--- config.mk ---
export PLATFORM = sky130hd
export DESIGN_NAME = dcmi_capture
export DESIGN_NICKNAME = d
export VERILOG_FILES = /design/src/rtl/dcmi_capture.sv
export SDC_FILE = /design/constraint.sdc
export NUM_CORES = 1
export LEC_CHECK = 0
export CORE_ASPECT_RATIO = 0.6
export CORE_UTILIZATION = 60
export DETAILED_ROUTE_END_ITERATION = 6
export GPL_TIMING_DRIVEN = 0
export HOLD_SLACK_MARGIN = 0.1
export PLACE_DENSITY_LB_ADDON = 0.15
export SLEW_MARGIN = 20
export SYNTH_ARGS = -nofsm -noshare
export SYNTH_HDL_FRONTEND = slang
export SYNTH_SLANG_ARGS = --single-unit
--- constraint.sdc ---
create_clock -name clk -period 6.45 [get_ports clk]
set_input_delay 1.6125 -clock clk [delete_from_list [all_inputs] [get_ports clk]]
set_output_delay 1.6125 -clock clk [all_outputs]
set_load 0.01 [all_outputs]
--- src/rtl/dcmi_capture.sv ---
// ---------------------------------------------------------------------------
// dcmi_capture
//   Camera parallel-interface (DCMI style) capture block. Samples the sync and
//   data pins on the pixel clock and recovers frame/line framing, either from
//   the vsync/hsync pins or from embedded FF 00 00 <code> sequences. Pixels
//   are packed into 32-bit words and buffered in a small output FIFO.
//
// Parameters
//   OUT_DEPTH       output FIFO depth in 32-bit words (power of 2, >= 2)
//
// Ports
//   clk             pixel clock, rising edge
//   rstn            asynchronous active-low reset
//   capture_en      capture enable level; a rising edge arms capture
//   snapshot_mode   1 = one frame per arm, 0 = continuous
//   embd_sync_en    1 = embedded sync codes, 0 = vsync/hsync pins
//   vsync_polarity  pin level that means "frame valid"
//   hsync_polarity  pin level that means "line valid"
//   data_bus_width  00 = 8, 01 = 10, 10 = 12, 11 = 14 bits
//   fsc/fec/lsc/lec embedded frame start/end, line start/end code bytes
//   dcmi_vsync      vsync pin
//   dcmi_hsync      hsync pin
//   dcmi_data       pixel data pins
//   out_valid       out_data holds a word (FIFO not empty)
//   out_data        packed pixel word (0 while empty)
//   out_ready       consumer accepts the word when out_valid & out_ready
//   frame_done      one-cycle pulse after the end-of-frame flush
//   ovr_err         one-cycle pulse when a completed word is dropped
//   capture_active  high in WAIT_FS or FRAME
//   line_cnt        lines completed in the current frame
//   dbg_state       main FSM state: 0 IDLE, 1 WAIT_FS, 2 FRAME, 3 FLUSH
//
// Handshake: a word leaves the FIFO on every rising edge where out_valid and
// out_ready are both high; out_valid never depends on out_ready, and out_data
// stays stable while out_valid is high and out_ready is low.
// ---------------------------------------------------------------------------
module dcmi_capture #(
    parameter int OUT_DEPTH = 4
) (
    input  logic        clk,
    input  logic        rstn,
    input  logic        capture_en,
    input  logic        snapshot_mode,
    input  logic        embd_sync_en,
    input  logic        vsync_polarity,
    input  logic        hsync_polarity,
    input  logic [1:0]  data_bus_width,
    input  logic [7:0]  fsc,
    input  logic [7:0]  fec,
    input  logic [7:0]  lsc,
    input  logic [7:0]  lec,
    input  logic        dcmi_vsync,
    input  logic        dcmi_hsync,
    input  logic [13:0] dcmi_data,
    output logic        out_valid,
    output logic [31:0] out_data,
    input  logic        out_ready,
    output logic        frame_done,
    output logic        ovr_err,
    output logic        capture_active,
    output logic [13:0] line_cnt,
    output logic [1:0]  dbg_state
);

    localparam int PW = $clog2(OUT_DEPTH);

    typedef enum logic [1:0] {
        ST_IDLE    = 2'd0,
        ST_WAIT_FS = 2'd1,
        ST_FRAME   = 2'd2,
        ST_FLUSH   = 2'd3
    } state_t;

    typedef enum logic [1:0] {
        SD_S0 = 2'd0,
        SD_S1 = 2'd1,
        SD_S2 = 2'd2,
        SD_S3 = 2'd3
    } sync_t;

    state_t      r_state, w_state_nxt;
    sync_t       r_sd, w_sd_nxt;

    // Registered pin copies
    logic        r_vsync, r_hsync;
    logic [13:0] r_data;
    logic        r_cap_en, r_cap_en_d;

    // Configuration, frozen outside IDLE/WAIT_FS
    logic        r_cfg_snap, r_cfg_embd, r_cfg_vpol, r_cfg_hpol;
    logic [1:0]  r_cfg_bw;
    logic [7:0]  r_cfg_fsc, r_cfg_fec, r_cfg_lsc, r_cfg_lec;

    logic        r_fv_d, r_lv_d, r_line_act;
    logic [31:0] r_pack, r_word;
    logic [1:0]  r_lane;
    logic        r_word_vld;
    logic        r_frame_done, r_ovr;
    logic [13:0] r_line_cnt;

    logic [31:0] r_mem [OUT_DEPTH];
    logic [PW:0] r_wptr, r_rptr;

    logic        w_cfg_load, w_cap_rise, w_in_frame;
    logic        w_fv, w_lv;
    logic [7:0]  w_byte;
    logic        w_reserved, w_code;
    logic        w_m_fsc, w_m_fec, w_m_lsc, w_m_lec;
    logic        w_e_fs, w_e_fe, w_e_ls, w_e_le;
    logic        w_frame_start, w_frame_end, w_line_end, w_pix_vld;
    logic [13:0] w_pix;
    logic        w_last_lane;
    logic [31:0] w_pack_ins;
    logic        w_empty, w_full, w_pop, w_push, w_drop;

    // ---------------- pin and config registers ----------------
    // The capture_en history resets high so that an enable held high across
    // reset is not mistaken for a fresh arming edge.
    always_ff @(posedge clk or negedge rstn) begin
        if (!rstn) begin
            r_vsync    <= 1'b0;
            r_hsync    <= 1'b0;
            r_data     <= '0;
            r_cap_en   <= 1'b1;
            r_cap_en_d <= 1'b1;
        end else begin
            r_vsync    <= dcmi_vsync;
            r_hsync    <= dcmi_hsync;
            r_data     <= dcmi_data;
            r_cap_en   <= capture_en;
            r_cap_en_d <= r_cap_en;
        end
    end

    assign w_cfg_load = (r_state == ST_IDLE) || (r_state == ST_WAIT_FS);

    always_ff @(posedge clk or negedge rstn) begin
        if (!rstn) begin
            r_cfg_snap <= 1'b0;
            r_cfg_embd <= 1'b0;
            r_cfg_vpol <= 1'b0;
            r_cfg_hpol <= 1'b0;
            r_cfg_bw   <= 2'b00;
            r_cfg_fsc  <= '0;
            r_cfg_fec  <= '0;
            r_cfg_lsc  <= '0;
            r_cfg_lec  <= '0;
        end else if (w_cfg_load) begin
            r_cfg_snap <= snapshot_mode;
            r_cfg_embd <= embd_sync_en;
            r_cfg_vpol <= vsync_polarity;
            r_cfg_hpol <= hsync_polarity;
            r_cfg_bw   <= data_bus_width;
            r_cfg_fsc  <= fsc;
            r_cfg_fec  <= fec;
            r_cfg_lsc  <= lsc;
            r_cfg_lec  <= lec;
        end
    end

    // ---------------- framing decode ----------------
    assign w_fv = ~(r_vsync ^ r_cfg_vpol);
    assign w_lv = ~(r_hsync ^ r_cfg_hpol);

    assign w_byte     = r_data[7:0];
    assign w_reserved = (w_byte == 8'h00) || (w_byte == 8'hFF);
    assign w_code     = (r_sd == SD_S3);

    // Code bytes are matched with priority fsc > fec > lsc > lec.
    assign w_m_fsc = (w_byte == r_cfg_fsc);
    assign w_m_fec = (w_byte == r_cfg_fec);
    assign w_m_lsc = (w_byte == r_cfg_lsc);
    assign w_m_lec = (w_byte == r_cfg_lec);
    assign w_e_fs  = w_code & w_m_fsc;
    assign w_e_fe  = w_code & ~w_m_fsc & w_m_fec;
    assign w_e_ls  = w_code & ~w_m_fsc & ~w_m_fec & w_m_lsc;
    assign w_e_le  = w_code & ~w_m_fsc & ~w_m_fec & ~w_m_lsc & w_m_lec;

    always_comb begin
        w_sd_nxt = SD_S0;
        case (r_sd)
            SD_S0:   w_sd_nxt = (w_byte == 8'hFF) ? SD_S1 : SD_S0;
            SD_S1:   w_sd_nxt = (w_byte == 8'h00) ? SD_S2 : SD_S0;
            SD_S2:   w_sd_nxt = (w_byte == 8'h00) ? SD_S3 : SD_S0;
            default: w_sd_nxt = SD_S0;
        endcase
    end

    always_ff @(posedge clk or negedge rstn) begin
        if (!rstn) begin
            r_sd       <= SD_S0;
            r_fv_d     <= 1'b0;
            r_lv_d     <= 1'b0;
            r_line_act <= 1'b0;
        end else begin
            r_sd   <= w_sd_nxt;
            r_fv_d <= w_fv;
            r_lv_d <= w_lv;
            if (w_e_fs || w_e_fe || w_e_le) begin
                r_line_act <= 1'b0;
            end else if (w_e_ls) begin
                r_line_act <= 1'b1;
            end
        end
    end

    assign w_in_frame    = (r_state == ST_FRAME);
    assign w_cap_rise    = r_cap_en & ~r_cap_en_d;
    assign w_frame_start = r_cfg_embd ? w_e_fs : (w_fv & ~r_fv_d);
    assign w_frame_end   = r_cfg_embd ? w_e_fe : (~w_fv & r_fv_d);
    assign w_line_end    = r_cfg_embd ? w_e_le : (~w_lv & r_lv_d);
    // The code byte itself (detector in S3) is excluded from the pixel stream.
    assign w_pix_vld     = w_in_frame &
                           (r_cfg_embd ? (r_line_act & ~w_reserved & ~w_code)
                                       : (w_fv & w_lv));

    // ---------------- main FSM ----------------
    always_comb begin
        w_state_nxt = r_state;
        case (r_state)
            ST_IDLE: begin
                if (w_cap_rise) w_state_nxt = ST_WAIT_FS;
            end
            ST_WAIT_FS: begin
                if (!r_cap_en)          w_state_nxt = ST_IDLE;
                else if (w_frame_start) w_state_nxt = ST_FRAME;
            end
            ST_FRAME: begin
                if (w_frame_end) w_state_nxt = ST_FLUSH;
            end
            ST_FLUSH: begin
                w_state_nxt = (r_cap_en && !r_cfg_snap) ? ST_WAIT_FS : ST_IDLE;
            end
            default: w_state_nxt = ST_IDLE;
        endcase
    end

    always_ff @(posedge clk or negedge rstn) begin
        if (!rstn) r_state <= ST_IDLE;
        else       r_state <= w_state_nxt;
    end

    // ---------------- pixel packer ----------------
    always_comb begin
        w_pix = '0;
        case (r_cfg_bw)
            2'b00:   w_pix = {6'b0, r_data[7:0]};
            2'b01:   w_pix = {4'b0, r_data[9:0]};
            2'b10:   w_pix = {2'b0, r_data[11:0]};
            default: w_pix = r_data;
        endcase
    end

    assign w_last_lane = (r_cfg_bw == 2'b00) ? (r_lane == 2'd3) : (r_lane == 2'd1);
    assign w_pack_ins  = (r_cfg_bw == 2'b00)
                       ? (r_pack | ({24'b0, w_pix[7:0]} << {r_lane, 3'b000}))
                       : (r_pack | ({18'b0, w_pix} << {r_lane[0], 4'b0000}));

    // Completed words sit one cycle in r_word before entering the FIFO.
    always_ff @(posedge clk or negedge rstn) begin
        if (!rstn) begin
            r_pack     <= '0;
            r_lane     <= '0;
            r_word     <= '0;
            r_word_vld <= 1'b0;
        end else begin
            r_word_vld <= 1'b0;
            if (r_state == ST_FLUSH) begin
                if (r_lane != 2'd0) begin
                    r_word     <= r_pack;
                    r_word_vld <= 1'b1;
                end
                r_pack <= '0;
                r_lane <= '0;
            end else if (w_pix_vld) begin
                if (w_last_lane) begin
                    r_word     <= w_pack_ins;
                    r_word_vld <= 1'b1;
                    r_pack     <= '0;
                    r_lane     <= '0;
                end else begin
                    r_pack <= w_pack_ins;
                    r_lane <= r_lane + 2'd1;
                end
            end
        end
    end

    // ---------------- output FIFO ----------------
    assign w_empty = (r_wptr == r_rptr);
    assign w_full  = (r_wptr[PW] != r_rptr[PW]) &&
                     (r_wptr[PW-1:0] == r_rptr[PW-1:0]);
    assign w_pop   = ~w_empty & out_ready;
    // A pop in the same cycle frees a slot, so a full FIFO still accepts.
    assign w_push  = r_word_vld & (~w_full | w_pop);
    assign w_drop  = r_word_vld & w_full & ~w_pop;

    always_ff @(posedge clk) begin
        if (w_push) r_mem[r_wptr[PW-1:0]] <= r_word;
    end

    always_ff @(posedge clk or negedge rstn) begin
        if (!rstn) begin
            r_wptr       <= '0;
            r_rptr       <= '0;
            r_ovr        <= 1'b0;
            r_frame_done <= 1'b0;
            r_line_cnt   <= '0;
        end else begin
            if (w_push) r_wptr <= r_wptr + 1'b1;
            if (w_pop)  r_rptr <= r_rptr + 1'b1;
            r_ovr        <= w_drop;
            r_frame_done <= (r_state == ST_FLUSH);
            if ((r_state == ST_WAIT_FS) && w_frame_start) begin
                r_line_cnt <= '0;
            end else if (w_in_frame && w_line_end) begin
                r_line_cnt <= r_line_cnt + 14'd1;
            end
        end
    end

    assign out_valid      = ~w_empty;
    assign out_data       = w_empty ? 32'd0 : r_mem[r_rptr[PW-1:0]];
    assign frame_done     = r_frame_done;
    assign ovr_err        = r_ovr;
    assign capture_active = (r_state == ST_WAIT_FS) || (r_state == ST_FRAME);
    assign line_cnt       = r_line_cnt;
    assign dbg_state      = r_state;

endmodule

# Word level (Yosys, flattened, before mapping)
# Memory sizes are Yosys's and may differ from the RTL's.
# Index checks and enable logic that the tools add are counted.
# W data, S select, Z words.
[word_totals]
ff_bits = 152
ramBits = 128
output_inout_bits = 52
wordCells = 152
memories = 1
[op_classes]
n_addsub = 4
eq_ne = 22
shift = 2
muxes = 38
n_bitwise = 36
n_reduce_logical = 21
[memory_table]
columns = ["name", "depth", "word_bits", "rd", "rd_ports_with_merged_regs", "write_ports", "line", "rtl"]
rows = [
  ["r_mem", 4, 32, 1, 0, 1, "101", "logic [31:0] r_mem [OUT_DEPTH];"],
]
[op_table]
columns = ["operator", "n"]
rows = [
  ["$mux W32", 9],
  ["$or A32 B32 Y32", 2],
  ["$pmux W14 S3", 1],
  ["$eq A8 B8 Y1", 4],
  ["$shl A14 B5 Y32", 1],
  ["$shl A8 B5 Y32", 1],
  ["$mux W14", 2],
  ["$and A1 B1 Y1", 19],
  ["$mux W2", 9],
  ["$mux W1", 15],
  ["$add A14 B1 Y14 const B", 1],
  ["$eq A2 B2 Y1 const B", 6],
  ["$not A1 Y1", 12],
  ["$reduce_bool A2 Y1", 5],
  ["$eq A2 B1 Y1 const B", 4],
  ["$eq A8 B8 Y1 const B", 1],
  ["$logic_not A8 Y1", 1],
  ["$pmux W2 S4", 1],
  ["$add A3 B1 Y3 const B", 2],
  ["$logic_not A2 Y1", 3],
  ["$pmux W2 S3", 1],
  ["$reduce_and A3 Y1", 2],
  ["$logic_or A1 B1 Y1", 5],
  ["$logic_and A1 B1 Y1", 4],
  ["10 further kinds", 12],
]

# Logic depth before layout (Yosys ltp)
# Gate-level depths: netlist (run 1).
[depth]
word_depth = 10
depth_mapped = 9

# Worst setup path before layout (run 1)
# No wires, ideal clock.
[synth_timing]
path_kind = "input to register"
startpoint = "in out_ready"
endpoint = "mem r_mem[3][0], enable pin"
arrival_ns = 3.361
t_required_ns = 6.026
slack_ns = 2.665
path_stages = 4
cell_sequence = "nor3_1 > nand2b_1 > clkbuf_1 > nor2_1"
[synth_between]
elab_chain_len = 5
[synth_rtl]
columns = ["item", "line", "rtl"]
rows = [
  ["start, declared", "57", "input logic out_ready,"],
  ["$and A1 B1 Y1", "293", "assign w_pop = ~w_empty & out_ready;"],
  ["$or A1 B1 Y1", "295", "assign w_push = r_word_vld & (~w_full | w_pop);"],
  ["$and A1 B1 Y1", "295", ""],
  ["$mux W1", "299", "if (w_push) r_mem[r_wptr[PW-1:0]] <= r_word;"],
  ["$mux W1 (not written as such)", "299", ""],
  ["end, declared", "101", ""],
]
# No other way between the ends.

# Worst setup path in the final report (run 1)
[layout_timing]
startpoint = "reg r_rptr[0]"
endpoint = "out out_data[10]"
[layout_between]
elab_chain_len = 2
word_cells_on_any_way = 3
classes_between = "eq/ne (1); mux (1); memory (1)"
[layout_rtl]
columns = ["item", "line", "rtl"]
rows = [
  ["start, declared", "102", "logic [PW:0] r_wptr, r_rptr;"],
  ["start signal, assigned", "311", "if (w_pop) r_rptr <= r_rptr + 1'b1;"],
  ["$mem_v2 Z4 W32 or $eq A3 B3 Y1 (tied branches)", "-", ""],
  ["$mux W32 (*)", "323", "assign out_data = w_empty ? 32'd0 : r_mem[r_rptr[PW-1:0]];"],
  ["end, declared", "56", "output logic [31:0] out_data,"],
]
# Every way passes the cells marked *; elsewhere a longest branch is shown, timed or not.

==> results of run 1 <==
final cells by class:
cell class	count	area, um2	area share
Sequential cell	280	7650	0.539
Multi-Input combinational cell	499	3890	0.274
Timing Repair Buffer	114	1200	0.0847
Clock buffer	34	699	0.0492
Tap cell	266	333	0.0234
Buffer	49	240	0.0169
Clock inverter	11	106	0.00749
Inverter	20	75.1	0.00529
report_power, final:
part / internal (W) / total (W) / switching [W]
Clock: 0.000839 / 0.00146 / 0.000621
Combinational: 0.000996 / 0.00193 / 0.000933
Sequential: 0.00227 / 0.00255 / 0.000282
logic make-up after synthesis:
group / Yosys count / synth area share
flip-flops: 280 / 0.647
AO/OA/AOI/OAI: 140 / 0.0769
AND/OR/NAND/NOR: 218 / 0.0917
buffers and inverters: 69 / 0.0267
adder cells (fa/ha/maj): 11 / 0.0116
XOR/XNOR: 44 / 0.0351
multiplexers: 86 / 0.111
cell usage after synthesis (all sizes together) (2+ instances only):
library cell  instances  area (um2)
a2111oi               2        42.5
a21oi                62         310
a22o                  2        17.5
a31oi                24         156
a32o                  2        20.0
a32oi                 5        62.6
and2                  5        31.3
and3                 10        62.6
buf                  23         143
clkbuf               26        97.6
dfrtp               150        3750
dfstp                 2        52.6
edfxtp              128        3840
ha                   11         138
inv                  19        71.3
mux2                 45         507
mux2i                 9        90.1
mux4                 32         721
nand2                25        93.8
nand2b                5        31.3
nand3                16        80.1
nand4                 4        31.3
nor2                 82         308
nor2b                34         213
nor3                 12        65.1
nor4                 10        68.8
nor4b                 2        17.5
o21ai                19        95.1
o22ai                 7        43.8
o31ai                 6        45.0
o41ai                 2        36.3
or2                   2        12.5
or3                  10        62.6
xnor2                17         179
xor2                 27         236
per-layer routing:
| layer | vias to the layer above | track usage | routed length [um] |
|---|---|---|---|
| li1 | 3389 | - | - |
| met1 | 3747 | 0.417 | 12000 |
| met2 | 270 | 0.371 | 10900 |
| met3 | 32 | 0.0355 | 1520 |
| met4 | 0 | 0.0472 | 364 |
| met5 | - | 0 | 0 |
worst max-delay path: stages (launching register included):
cell and delay [ns]:
dfrtp_1 0.37, clkbuf_1 0.48, buf_2 0.46, mux4_2 0.60, nor2b_1 0.15, clkdlybuf4s50_1 0.50
worst min path at each step:
| stage | from | end | slack (ns) | depth (start not counted) |
|---|---|---|---|---|
| final | r_cap_en | r_cap_en_d | 0.37 | 0 |
| after global routing | r_cap_en | r_cap_en_d | 0.38 | 0 |
| after CTS | r_cap_en | r_cap_en_d | 0.37 | 0 |
| after detailed placement | r_cap_en | r_cap_en_d | 0.37 | 0 |
| after global placement | r_cap_en | r_cap_en_d | 0.37 | 0 |
| after floorplan | r_cap_en | r_cap_en_d | 0.36 | 0 |
per-stage QoR:
stage / total power (W) / hold slack, ns / instances / cell area, um2
6_report: 0.00594 / 0.373 / 1273 / 14200
5_1_grt: 0.00625 / 0.381 / 1273 / 14200
3_5_place_dp: 0.00450 / 0.371 / 1228 / 13400
2_1_floorplan: 0.00375 / 0.361 / 848 / 11800
3_3_place_gp: 0.00445 / 0.367 / 1223 / 13300
4_1_cts: 0.00597 / 0.372 / 1273 / 14200
registers in the layout, summed over array words and instances (netlist names), 14 cells and up, named ones only:
name,count
r_word,32
r_data,14
line_cnt,14
r_mem,128
r_pack,32
==> flow_summary_export.csv, run 1 <==
group,metric,value,unit
floorplan,die_y,111,um
worst_setup_path,critPathArrivalTime,3.08,ns
cells_and_area,layout_commonest_cell,"dfrtp_1",
cells_and_area,drive_gt1_frac,0.158,
sta,hold_viol_final,0,
flow_run,max_cap_viol_count,0,
sta,setup_viol,0,
floorplan,start_util,0.617,
place,place_ws,2.29,ns
cells_and_area,nFillCells,1239,
route,drtAntennaViolNets,0,
clock_network,clk_pin_slew,0.07,ns
floorplan,dieWidth,183,um
synth,synth_warnings,0,
worst_hold_path,min_path_type,"flip-flop to flip-flop",
clock_network,cts-resized-gates,0,
synth,synthesis.area,0.0118,mm2
worst_setup_path,reg2reg_depth,9,
clock_network,cts_buffers,25,
global_routing,grt.total_usage,0.255,
sta,layout_min_cycle_time,4.69,ns
sta,slew_violations,0,
route,drc,0,
place,globalplace.congestion,0.942,
pwr,power_leakage,5.51,nW
worst_setup_path,critPathRequiredTime,4.84,ns
synth,ys_seq_area_frac,0.647,
clock_network,hold_buffers,0,
synth,async_reset_ff_frac,0.543,
sta,relSlewSlack,0.285,
cells_and_area,area_growth,20.1,%
global_routing,antenna_found_initial,0,
route,dr.pass1.iters,5,
worst_setup_path,crit-reg2reg-capture,"line_cnt[0]",
clock_network,clk_latency,0.52,ns
place,portBuffers,109,
route,wl_per_cell,19.5,um
clock_network,htreeDepth,1,
cells_and_area,antenna_cells,0,
floorplan,io_pins,110,
synth,yosys_register_bits,280,
pwr,peakVddDrop,0.274,mV
sta,fin_ws,1.76,ns
route,vias_per_cell,5.84,
global_routing,grt_pass1_wl,40.0,mm
worst_setup_path,crit_type,"flip-flop to output port",
synth,synth_nets,917,
clock_network,post-cts-setup-buffers,0,
worst_setup_path,crit_start,"r_rptr[0]",
route,drt_iter0_drc,738,
sta,rsz0062_at_grt,"no",
sta,timing.fmax,0.213,GHz
sta,tns,0,ns
clock_network,cts_tree,"done",
synth,synth_edf_count,128,
global_routing,grt-ovfl-total,0,
sta,worstMarginPinSlew,1.06,ns
worst_setup_path,r2r_start,"r_data[6]",
worst_setup_path,critPathLaunchType,"flip-flop",
floorplan,row_count,39,
route,vias,7438,
global_routing,grt_max_degree,93,
worst_setup_path,crit_fanout,10,
cells_and_area,final_cell_mix,"dfrtp_1, edfxtp_1, clkdlybuf4s50_1, nor2_1, a21oi_1",
route,wirelength,24.8,mm
clock_network,cts.sinks,280,
synth,ys.flop_type,"dfrtp_1",
worst_setup_path,reg2reg_setup_slack,3.31,ns
floorplan,core,0.0192,mm2
global_routing,first_global_vias,7295,
cells_and_area,nets,1058,
status,status,"complete, no violations",
pwr,power.density,418,mW/mm2
worst_setup_path,cp-endpoint,"out_data[10]",
clock_network,cts_buffer_depth,3,
synth,avgSynthCellArea,14.0,um2
place,place_hpwl,16.8,mm
synth,synth.distinct_cells,61,
clock_network,clockRootBuffer,"clkbuf_16",
cells_and_area,fin_util,0.741,
sta,fin_skew,0.0159,ns
worst_setup_path,worst_setup_path_end_kind,"output port",
synth,syn_inst,848,
sta,final.period_utilization,0.728,
floorplan,die-area,0.0203,mm2
No activity file was read; power rests on OpenSTA's default activity.
==> run 2, diff against run 1 <==
CORE_UTILIZATION = 57   (was 60)
clock period = 4.5 ns   (was 6.45 ns; I/O delays follow)
==> flow_summary_export.csv, run 2 (synthesis gave the netlist of run 1 again) <==
group,metric,value,unit
cells_and_area,nets,1058,
sta,worstMarginPinSlew,1.07,ns
sta,fin_skew,0.00937,ns
clock_network,cts_buffers,25,
global_routing,grt_pass1_wl,41.4,mm
cells_and_area,layout_commonest_cell,"dfrtp_1",
cells_and_area,final_area,0.0142,mm2
clock_network,clockRootBuffer,"clkbuf_16",
place,portBuffers,109,
worst_hold_path,min-delay-start,"r_cap_en",
floorplan,die-area,0.0214,mm2
clock_network,cts-resized-gates,0,
place,place_hpwl,17.1,mm
cells_and_area,antenna_cells,0,
route,vias_per_cell,5.80,
global_routing,grt.total_usage,0.252,
clock_network,cts_tree,"done",
clock_network,cts_buffer_depth,3,
worst_setup_path,r2r_start,"r_data[1]",
route,wl_per_cell,20.0,um
pwr,peakVddDrop,0.307,mV
clock_network,hold_buffers,0,
route,drc,0,
status,status,"complete, no violations",
clock_network,clk_latency,0.52,ns
worst_setup_path,path_cells,"clkbuf_1 -> xnor2_1 -> and3_1 -> clkbuf_1 -> nor2b_1 -> clkdlybuf4s50_1",
floorplan,row_count,40,
cells_and_area,instances_no_fill,1280,
sta,final.period_utilization,0.939,
sta,rsz0062_at_grt,"no",
worst_setup_path,cp_num_buf_inv,3,
place,place_area,0.0134,mm2
worst_setup_path,critPathArrivalTime,3.10,ns
place,globalplace.congestion,0.895,
clock_network,cts.sinks,280,
place,dp.cells,1235,
worst_setup_path,crit_start,"r_rptr[0]",
worst_setup_path,critPathSlowestCell,"clkdlybuf4s50_1",
cells_and_area,final_cell_mix,"dfrtp_1, edfxtp_1, clkdlybuf4s50_1, nor2_1, a21oi_1",
floorplan,start_util,0.587,
clock_network,htreeDepth,1,
pwr,power_leakage,5.51,nW
floorplan,dieWidth,188,um
worst_setup_path,crit_path_max_incr_delay,0.50,ns
sta,hold_viol_final,0,
route,dr.pass1.iters,5,
worst_setup_path,critPathLaunchType,"flip-flop",
pwr,power.density,602,mW/mm2
worst_setup_path,crit_type,"flip-flop to output port",
sta,setup_viol,0,
cells_and_area,drive_gt1_frac,0.157,
route,vias,7430,
global_routing,grt-ovfl-total,0,
flow_run,max_cap_viol_count,0,
floorplan,die_y,114,um
cells_and_area,area_growth,20.0,%
pwr,finalPower,0.00854,W
global_routing,first_global_vias,7275,
sta,timing.fmax,0.237,GHz
global_routing,grt_max_degree,80,
worst_setup_path,crit_path_frequent_cell,"clkbuf_1",
floorplan,core,0.0202,mm2
worst_setup_path,critPathRequiredTime,3.38,ns
floorplan,io_pins,110,
route,drt_iter0_drc,757,
clock_network,post-cts-setup-buffers,0,
route,wirelength,25.5,mm
sta,tns,0,ns
worst_setup_path,worst_setup_path_end_kind,"output port",
cells_and_area,nFillCells,1346,
clock_network,clk_pin_slew,0.07,ns
sta,layout_min_cycle_time,4.23,ns
worst_setup_path,crit_family,"buffers and inverters",
sta,slew_violations,0,
worst_hold_path,min_path_type,"flip-flop to flip-flop",
global_routing,antenna_found_initial,1,
route,drtAntennaViolNets,0,
sta,relSlewSlack,0.278,
cells_and_area,largest_reg_flops,128,
worst_setup_path,crit_fanout,10,
-- run 2: cell count changes in the layout (fill, tap and decap cells not counted) --
cell	change
clkbuf_1	+4
clkbuf_4	+1
clkbuf_8	-1
clkinv_1	-3
clkinvlp_4	-1
inv_4	+1
inv_6	-1
-- run 2: worst paths after layout --
kind                                end  slack (ns)  cells after the start
min                          r_cap_en_d        0.38                      0
max in group asynchronous      r_cap_en        3.11                      2
max                         out_data[5]        0.27                      6
min in group asynchronous  r_cfg_lsc[4]        0.56                      1
min reg2reg                  r_cap_en_d        0.38                      0
max reg2reg                 line_cnt[0]        1.47                      9
-- run 2: power breakdown --
| group | internal [W] | switching, W | leakage, nW |
|---|---|---|---|
| registers | 0.00325 | 0.000407 | 3.08 |
| logic | 0.00143 | 0.00135 | 2.04 |
| clock network | 0.00120 | 0.000906 | 0.391 |
| total | 0.00588 | 0.00266 | 5.51 |
-- run 2: per-stage QoR --
stage | utilization | hold WS (ns) | worst slack [ns]
after floorplan | - | 0.361 | 1.20
after global placement | 0.658 | 0.375 | -3.93
after detailed placement | 0.665 | 0.377 | 0.767
after CTS | 0.704 | 0.375 | 0.195
after global routing | 0.704 | 0.380 | 0.0359
final | 0.704 | 0.375 | 0.273
-- run 2: per-layer routing --
metal	vias to the layer above	share of wire	wire, um	global-route usage
met5	-	0	0	0
met4	0	0.017	424	0.0547
met3	29	0.062	1580	0.0360
met2	255	0.43	11100	0.371
met1	3749	0.49	12400	0.403
li1	3397	-	-	-
-- run 2: final cells by class --
cell class | instances | area (um2) | area share
clock buffer | 38 | 708 | 0.0499
multi-input combinational | 499 | 3890 | 0.274
clock inverter | 7 | 85.1 | 0.00599
inverter | 20 | 75.1 | 0.00529
buffer | 49 | 240 | 0.0169
sequential | 280 | 7650 | 0.539
tap | 273 | 342 | 0.0241
timing repair buffer | 114 | 1200 | 0.0848
==> run 3, diff against run 2 <==
GPL_TIMING_DRIVEN = unset   (was 0)
==> flow_summary_export.csv, run 3 (synthesis gave the netlist of run 1 again) <==
group,metric,value,unit
cells_and_area,seq_area,0.00765,mm2
sta,tns,0,ns
worst_setup_path,critPathLaunchType,"flip-flop",
floorplan,start_util,0.587,
clock_network,cts_tree,"done",
sta,layout_min_cycle_time,3.82,ns
route,drt_iter0_drc,564,
route,dr.pass1.iters,5,
clock_network,clockRootBuffer,"clkbuf_16",
place,place_hpwl,16.2,mm
worst_setup_path,critPathArrivalTime,2.70,ns
global_routing,grt_max_degree,71,
clock_network,post-cts-setup-buffers,0,
route,vias,7334,
clock_network,cts.sinks,280,
route,drtAntennaViolNets,0,
cells_and_area,largest_reg_flops,128,
worst_setup_path,crit_fanout,16,
cells_and_area,drive_gt1_frac,0.158,
worst_setup_path,worst_setup_path_end_kind,"output port",
sta,slew_violations,0,
sta,hold_viol_final,0,
cells_and_area,instances_no_fill,1245,
floorplan,die-area,0.0214,mm2
pwr,power.density,611,mW/mm2
global_routing,grt-ovfl-total,0,
status,status,"complete, no violations",
route,vias_per_cell,5.89,
worst_setup_path,critPathRequiredTime,3.38,ns
sta,final.period_utilization,0.850,
floorplan,dieWidth,188,um
global_routing,grt_pass1_wl,40.4,mm
clock_network,htreeDepth,1,
sta,worstMarginPinSlew,1.11,ns
floorplan,io_pins,110,
worst_hold_path,min_path_type,"flip-flop to flip-flop",
pwr,peakVddDrop,0.419,mV
clock_network,clk_pin_slew,0.06,ns
global_routing,grt.total_usage,0.242,
clock_network,cts-resized-gates,0,
cells_and_area,nFillCells,1394,
floorplan,die_y,114,um
clock_network,cts_buffer_depth,3,
place,dp.cells,1195,
sta,fin_skew,0.00943,ns
global_routing,first_global_vias,7534,
sta,rsz0062_at_grt,"no",
pwr,power_leakage,5.44,nW
cells_and_area,final_cell_mix,"dfrtp_1, edfxtp_1, clkdlybuf4s50_1, nor2_1, a21oi_1",
route,wirelength,25.0,mm
clock_network,clk_latency,0.52,ns
cells_and_area,nets,1020,
sta,relSlewSlack,0.252,
route,wl_per_cell,20.1,um
clock_network,cts_buffers,26,
place,portBuffers,109,
sta,timing.fmax,0.262,GHz
cells_and_area,area_growth,18.6,%
cells_and_area,layout_commonest_cell,"dfrtp_1",
flow_run,max_cap_viol_count,0,
clock_network,hold_buffers,0,
cells_and_area,multiInputGateArea,0.00388,mm2
place,globalplace.congestion,0.881,
floorplan,row_count,40,
floorplan,core,0.0202,mm2
sta,setup_viol,0,
worst_setup_path,crit_type,"flip-flop to output port",
global_routing,antenna_found_initial,1,
route,drc,0,
run 3: cell count changes in the layout (fill, tap and decap cells not counted), moves of 3 or more:
cell      previous run  this run
buf_2               15         0
buf_4                2        13
buf_6                4         1
clkbuf_1            35         4
clkinv_1             2         6
nor2_2               0         4
nor2_4               4         1
run 3: layer usage:
layer	part of all wire	GRT usage	wire length, um	vias to the layer above
met5	0	0	0	-
met4	0.020	0.0542	489	0
met3	0.049	0.0357	1230	41
met2	0.47	0.388	11600	222
met1	0.47	0.355	11600	3748
li1	-	-	-	3323
run 3: final cells by class:
cell class,instances,area share
antenna,1,0.000178
clock buffer,34,0.0522
clock inverter,14,0.00856
inverter,20,0.00535
multi-input combinational,499,0.277
sequential,280,0.545
tap,273,0.0243
timing repair buffer,124,0.0876
run 3: worst paths after layout:
| kind | cells past startpoint | end | from | slack (ns) |
|---|---|---|---|---|
| max in group asynchronous | 2 | r_word[0] | rstn | 2.97 |
| setup reg to reg | 6 | line_cnt[2] | r_data[3] | 1.06 |
| min in group asynchronous | 1 | r_cfg_lsc[3] | rstn | 0.59 |
| hold / removal | 0 | r_cap_en_d | r_cap_en | 0.38 |
| setup / recovery | 4 | out_data[8] | r_rptr[0] | 0.68 |
| hold reg to reg | 0 | r_cap_en_d | r_cap_en | 0.38 |
run 3: worst max-delay path, cell delays in order, from the launching register on:
cell and delay (ns):
dfrtp_2 0.56, buf_4 0.40, mux4_2 0.56, nor2b_1 0.15
clkdlybuf4s50_1 0.49
run 3: through the flow:
stage                     total power (W)   util  instance area [um2]  hold WS [ns]  setup WS, ns
final                             0.00857  0.696                14000         0.378         0.676
after global routing              0.00902  0.696                14000         0.390         0.509
after CTS                         0.00860  0.695                14000         0.382         0.625
after detailed placement          0.00641  0.652                13200         0.374          1.19
after global placement            0.00629  0.652                13200         0.370          1.22
after floorplan                   0.00538      -                11800         0.361          1.20
run 3: report_power, final:
part | switching [W] | total, W | leakage, nW | internal, W
clock network | 0.000918 | 0.00218 | 0.419 | 0.00126
registers | 0.000475 | 0.00373 | 3.07 | 0.00325
logic | 0.00124 | 0.00267 | 1.94 | 0.00143
total | 0.00263 | 0.00857 | 5.44 | 0.00594
